--- src/rtl/exc_pkg.sv ---
// Shared types and encodings for the LEGv8 exception controller.
package exc_pkg;

   localparam int unsigned ESR_W   = 4;
   localparam int unsigned PCSEL_W = 2;

   typedef enum logic [2:0] {
      S_IDLE    = 3'd0,
      S_FLUSH   = 3'd1,
      S_VECTOR  = 3'd2,
      S_HANDLER = 3'd3,
      S_RETURN  = 3'd4,
      S_HALT    = 3'd5
   } state_t;

   // ESR cause codes (one-hot)
   localparam logic [ESR_W-1:0] ESR_NONE = 4'b0000;
   localparam logic [ESR_W-1:0] ESR_IRQ  = 4'b0001;
   localparam logic [ESR_W-1:0] ESR_INV  = 4'b0010;
   localparam logic [ESR_W-1:0] ESR_BR   = 4'b0100;
   localparam logic [ESR_W-1:0] ESR_DBL  = 4'b1000;

   // Fetch-stage PC-select encodings
   localparam logic [PCSEL_W-1:0] PC_SEQ = 2'b00;
   localparam logic [PCSEL_W-1:0] PC_VEC = 2'b01;
   localparam logic [PCSEL_W-1:0] PC_RET = 2'b10;

   // Cause selection while idle. ERET outside a handler is an illegal instruction.
   // The interrupt is a level and is taken even when ID holds a bubble.
   function automatic logic [ESR_W-1:0] idle_cause(input logic valid,
                                                   input logic not_an_instr,
                                                   input logic incon_branch,
                                                   input logic eret,
                                                   input logic ext_irq);
      logic [ESR_W-1:0] cause;
      cause = ESR_NONE;
      if (valid && not_an_instr)      cause = ESR_INV;
      else if (valid && incon_branch) cause = ESR_BR;
      else if (valid && eret)         cause = ESR_INV;
      else if (ext_irq)               cause = ESR_IRQ;
      return cause;
   endfunction

endpackage

--- src/rtl/exc_regs.sv ---
// Exception link (ELR) and syndrome (ESR) registers with independent load enables.
// Ports: clk, reset (async, active-high), elr_we_i/elr_d_i, esr_we_i/esr_d_i -> elr_o, esr_o.
module exc_regs
   import exc_pkg::*;
#(
   parameter int unsigned N = 64
) (
   input  logic             clk,
   input  logic             reset,
   input  logic             elr_we_i,
   input  logic [N-1:0]     elr_d_i,
   input  logic             esr_we_i,
   input  logic [ESR_W-1:0] esr_d_i,
   output logic [N-1:0]     elr_o,
   output logic [ESR_W-1:0] esr_o
);

   logic [N-1:0]     elr_q;
   logic [ESR_W-1:0] esr_q;

   always_ff @(posedge clk or posedge reset) begin
      if (reset) begin
         elr_q <= '0;
         esr_q <= '0;
      end else begin
         if (elr_we_i) elr_q <= elr_d_i;
         if (esr_we_i) esr_q <= esr_d_i;
      end
   end

   assign elr_o = elr_q;
   assign esr_o = esr_q;

endmodule

--- src/rtl/exception_ctrl.sv ---
// Exception controller: sequences entry (flush, vector, handler) and ERET return,
// owns ELR/ESR and drives the fetch PC-select mux. Outputs are Moore decodes of
// registered state only.
// Ports: clk, reset; Valid_i, PC_i, NotAnInstr, InconBranch, ERet, ExtIRQ from ID;
//        ExtIAck, Flush, PCSel, Exc_PC, ELR, ESR, InHandler out.
module exception_ctrl
   import exc_pkg::*;
#(
   parameter int unsigned   N           = 64,
   parameter logic [N-1:0]  VECTOR_ADDR = N'(64'hD8)
) (
   input  logic               clk,
   input  logic               reset,
   input  logic               Valid_i,
   input  logic [N-1:0]       PC_i,
   input  logic               NotAnInstr,
   input  logic               InconBranch,
   input  logic               ERet,
   input  logic               ExtIRQ,
   output logic               ExtIAck,
   output logic               Flush,
   output logic [PCSEL_W-1:0] PCSel,
   output logic [N-1:0]       Exc_PC,
   output logic [N-1:0]       ELR,
   output logic [ESR_W-1:0]   ESR,
   output logic               InHandler
);

   state_t           state_q, state_d;
   logic             elr_we, esr_we;
   logic [ESR_W-1:0] esr_d;
   logic [ESR_W-1:0] cause_c;

   assign cause_c = idle_cause(Valid_i, NotAnInstr, InconBranch, ERet, ExtIRQ);

   exc_regs #(.N(N)) u_regs (
      .clk      (clk),
      .reset    (reset),
      .elr_we_i (elr_we),
      .elr_d_i  (PC_i),
      .esr_we_i (esr_we),
      .esr_d_i  (esr_d),
      .elr_o    (ELR),
      .esr_o    (ESR)
   );

   // State register
   always_ff @(posedge clk or posedge reset) begin
      if (reset) state_q <= S_IDLE;
      else       state_q <= state_d;
   end

   // Next state, register loads and output decode
   always_comb begin
      state_d   = state_q;
      elr_we    = 1'b0;
      esr_we    = 1'b0;
      esr_d     = ESR_NONE;
      Flush     = 1'b0;
      PCSel     = PC_SEQ;
      Exc_PC    = '0;
      ExtIAck   = 1'b0;
      InHandler = 1'b0;
      unique case (state_q)
         S_IDLE: begin
            if (cause_c != ESR_NONE) begin
               elr_we  = 1'b1;
               esr_we  = 1'b1;
               esr_d   = cause_c;
               state_d = S_FLUSH;
            end
         end
         S_FLUSH: begin
            Flush   = 1'b1;
            state_d = S_VECTOR;
         end
         S_VECTOR: begin
            PCSel   = PC_VEC;
            Exc_PC  = VECTOR_ADDR;
            ExtIAck = (ESR == ESR_IRQ);
            state_d = S_HANDLER;
         end
         S_HANDLER: begin
            // Interrupts are masked here; only ERET or a nested fault leaves.
            InHandler = 1'b1;
            if (Valid_i && ERet) begin
               state_d = S_RETURN;
            end else if (Valid_i && (NotAnInstr || InconBranch)) begin
               esr_we  = 1'b1;
               esr_d   = ESR_DBL;
               state_d = S_HALT;
            end
         end
         S_RETURN: begin
            PCSel   = PC_RET;
            Exc_PC  = ELR;
            Flush   = 1'b1;
            state_d = S_IDLE;
         end
         S_HALT: begin
            // Double fault: hold the pipeline squashed until reset.
            Flush = 1'b1;
         end
         default: state_d = S_IDLE;
      endcase
   end

endmodule

--- config.mk ---
export PLATFORM = sky130hd
export DESIGN_NAME = exception_ctrl
export DESIGN_NICKNAME = d
export VERILOG_FILES = /design/src/rtl/exc_pkg.sv /design/src/rtl/exc_regs.sv /design/src/rtl/exception_ctrl.sv
export SDC_FILE = /design/constraint.sdc
export NUM_CORES = 1
export LEC_CHECK = 0
export BUFFER_PORTS_ARGS = -buffer_cell sky130_fd_sc_hd__buf_2
export CORE_UTILIZATION = 39
export CTS_CLUSTER_SIZE = 12
export DETAILED_ROUTE_END_ITERATION = 12
export PLACE_DENSITY_LB_ADDON = 0.05
export SLEW_MARGIN = 15
export SYNTH_ARGS = -nofsm -noshare
export SYNTH_HDL_FRONTEND = slang
export SYNTH_SLANG_ARGS = --single-unit
--- constraint.sdc ---
create_clock -name clk -period 2.35 [get_ports clk]
set_input_delay 0.47 -clock clk [delete_from_list [all_inputs] [get_ports clk]]
set_output_delay 0.47 -clock clk [all_outputs]
set_load 0.005 [all_outputs]
==> flow_summary.yaml <==
logic_synthesis:
  synth_largest_area_cell: "sky130_fd_sc_hd__dfrtp_1"
  synth-simple-area-share_pct: 14.41
  synth.area.mux_share_pct: 23.72
  synth_cell_types: 27
  synth_top_family_by_area: "multiplexers"
  synth_edf_count: 0
  synthAdderAreaFrac_pct: 0
  netlist_top_cells_area: "sky130_fd_sc_hd__dfrtp_1, sky130_fd_sc_hd__mux2_2, sky130_fd_sc_hd__and2_1"
  synth.most_common_cell: "sky130_fd_sc_hd__dfrtp_1"
  syn_inst: 252
  synth.cell_area_um2: 3292
  synth-seq-cells: 71
  synth-async-reset-ratio_pct: 100.0
  synthesis.yosys.warnings: 0
  synth_top_flop_cell: "sky130_fd_sc_hd__dfrtp_1"
  synth_commonest_cells: "sky130_fd_sc_hd__dfrtp_1, sky130_fd_sc_hd__and2_1, sky130_fd_sc_hd__mux2_2, sky130_fd_sc_hd__mux2_4, sky130_fd_sc_hd__inv_1"
  post_synth.cell_area_avg_um2: 13.06
  synth_fp_nets: 323
  fraction_of_the_mapped_netlist_area_in_compound_gates_pct: 3.839
  yosysSeqAreaShare_pct: 53.97
  synth_xor_xnor_area_share_pct: 0
  post-synth-top-area-fraction_pct: 53.97
clock_network:
  count_of_cells_resized_by_post_cts_repair: 0
  worst_skew_pair_later_pin_latency_ns: 0.33
  clock_tree_from_tritoncts: "done"
  post_cts_buffers: 0
  clk_transition_reported_paths_ns: 0.07
  hold_buf_count_cts: 0
  htreeDepth: 3
  root_buffer: "sky130_fd_sc_hd__clkbuf_8"
  cts_bufs_inserted: 9
  tritoncts_num_sinks: 71
  clock_path_buffers: 2
sta:
  finalSetupViolations: 0
  whs_ns: 0.2303
  setup_repair_after_global_routing_missed_its_margin: "false"
  timing.final.max_slew_violations: 0
  setup_total_negative_slack_ns: 0
  min_period_over_period_pct: 89.68
  fmaxAchievable_mhz: 474.5
  clock_skew_ns: 0.004228
  worst_pin_slew_ns: 0.6915
  hold_viol_final: 0
  final_period_minus_worst_setup_slack_ns: 2.108
  timing.max_slew.rel_slack_pct: 53.25
critical_path:
  critPathKind: "reg2out"
  worstPathArrival_ns: 1.64
  setup.reg_to_reg.worst_slack_ns: 0.35
  critical_path.endpoint_type: "primary output"
  worst_path_max_delay_cell: "sky130_fd_sc_hd__dfrtp_1"
  critical_path.top_delay_family: "flip-flops"
  worst-path-max-fanout: 36
  launching_element_type_of_the_critical_path: "register"
  timing.critical_path.required_ns: 1.88
  max_stage_delay_ns: 0.48
  crit_path_cell_trace: "nor3b_2, buf_4, and2_1, buf_2"
  crit_buf_inv: 2
layout:
  fill_cells: 752
  ff_latch_area_um2: 1777
  final_core_util_pct: 56.27
  finalNetCount: 531
  post_route_cells_drive_above_1_share_pct: 63.42
  total_area_of_multi_input_combinational_cells_um2: 1386
  flow.area_growth_from_synthesis_pct: 39.76
  antenna_cells: 0
global_route:
  antenna_found_initial: 0
  grt.overflow.total: 0
  grt_max_degree: 41
  first_pass_grt_wire_length_um: 11500
  number_of_global_route_vias_before_repair: 2329
  grt_use_total_pct: 17.39
power:
  power.density_cell_area_nw_per_um2: 1175
  netSwitchingPower_uw: 1718
  sequentialPowerShare_pct: 43.3
  power.leakage_uw: 0.002506
  power_switching_share_pct: 31.77
  post-layout-total-power_uw: 5407
  max-vdd-ir-drop_uv: 497.5
  internal_power_uw: 3689
  power.combinational.fraction_pct: 40.9
  clock_power_share_pct: 15.7
die:
  die_x_um: 93.88
  ios: 208
  floorplan.die_area_um2: 8813
  coreArea_um2: 8175
  floorplan.die.height_um: 93.88
  rows: 33
  initial_utilization_pct: 40.27
placement:
  dp_hpwl_um: 5653
  globalplace.congestion: 0.7897
  portBuffers: 207
detailed_routing:
  vias_after_detailed_routing: 2624
  vias_per_cell: 4.628
  detail_route.wirelength_um: 7516
  detailedRoute.firstPassIterationCount: 4
  drt_iter0_drc: 48
  route.antenna.remaining_nets: 0
  routed_wire_length_per_instance_um: 13.26
  drc: 0
min_path:
  hold_path_class: "in2async"
job:
  maxCapViolations: 0
run_status:
  status: "complete, no violations"
-- kinds of logic (layout without fill, tap and decap cells) --
family | after synthesis | count (layout)
AND/OR/NAND/NOR | 77 | 77
flip-flops | 71 | 71
multiplexers | 64 | 64
buffers and inverters | 24 | 234
AO/OA/AOI/OAI | 16 | 16
-- final timing paths --
| kind | startpoint | end | cells past startpoint |
|---|---|---|---|
| max in group asynchronous | reset | u_regs.elr_o[30]$_DFFE_PP0P_ | 3 |
| min in group clk | PC_i[36] | u_regs.elr_o[36]$_DFFE_PP0P_ | 2 |
| worst min register to register | u_regs.elr_o[34]$_DFFE_PP0P_ | u_regs.elr_o[34]$_DFFE_PP0P_ | 1 |
| worst max register to register | state_q[1]$_DFFE_PP0P_ | u_regs.elr_o[29]$_DFFE_PP0P_ | 4 |
| worst min-delay path | reset | u_regs.elr_o[19]$_DFFE_PP0P_ | 2 |
| worst max-delay path | state_q[1]$_DFFE_PP0P_ | Exc_PC[30] | 4 |
-- flip-flops by register name, indices dropped and copies added, names as in the netlist --
register	count
state_q	3
u_regs.esr_o	4
u_regs.elr_o	64
-- power groups by stage --
stage	Clock, uW	Combinational, uW	Sequential (uW)
finish	852	2210	2340
global route	937	2460	2450
CTS	892	2250	2360
detailed placement	0	2250	2360
global placement	0	2200	2340
floorplan	0	1310	2290
-- layout make-up --
cell class	instances	area share, %
Inverter	8	0.6527
Multi-Input combinational cell	157	30.13
Tap cell	105	2.856
Timing Repair Buffer	213	24.04
Sequential cell	71	38.62
Clock buffer	12	3.590
Clock inverter	1	0.1088
-- metal layers --
metal  routed length [um]  share of wire [%]  up-vias  GRT usage (%)
li1                     -                  -     1261              -
met1                 2965                 39     1232          20.51
met2                 3799                 51      123          29.14
met3                  652                8.7        8          5.987
met4                   99                1.3        0          6.538
met5                    0                  0        -              0
-- layout by cell type (no fill, tap or decap), types with 2 or more instances in the layout --
cell type and count:
sky130_fd_sc_hd__mux2_2 48, sky130_fd_sc_hd__nand2_1 3, sky130_fd_sc_hd__nor2_1 4, sky130_fd_sc_hd__nand2b_1 2, sky130_fd_sc_hd__buf_2 207, sky130_fd_sc_hd__nand3b_1 3, sky130_fd_sc_hd__buf_12 2, sky130_fd_sc_hd__o32ai_1 3
sky130_fd_sc_hd__o21bai_1 2, sky130_fd_sc_hd__clkbuf_8 12, sky130_fd_sc_hd__a21o_1 4, sky130_fd_sc_hd__a21oi_1 2, sky130_fd_sc_hd__mux2_4 16, sky130_fd_sc_hd__buf_4 4, sky130_fd_sc_hd__dfrtp_1 71, sky130_fd_sc_hd__and2_1 60
sky130_fd_sc_hd__inv_1 7
-- stage by stage --
stage          instances  setup slack, ns  instance area (um2)
2_1_floorplan        252          0.08343                 3292
3_3_place_gp         554           0.3928                 4431
3_5_place_dp         554           0.3554                 4431
4_1_cts              567           0.1827                 4601
5_1_grt              567          0.07791                 4601
6_report             567           0.2425                 4601
(Power assumes the default switching activity.)
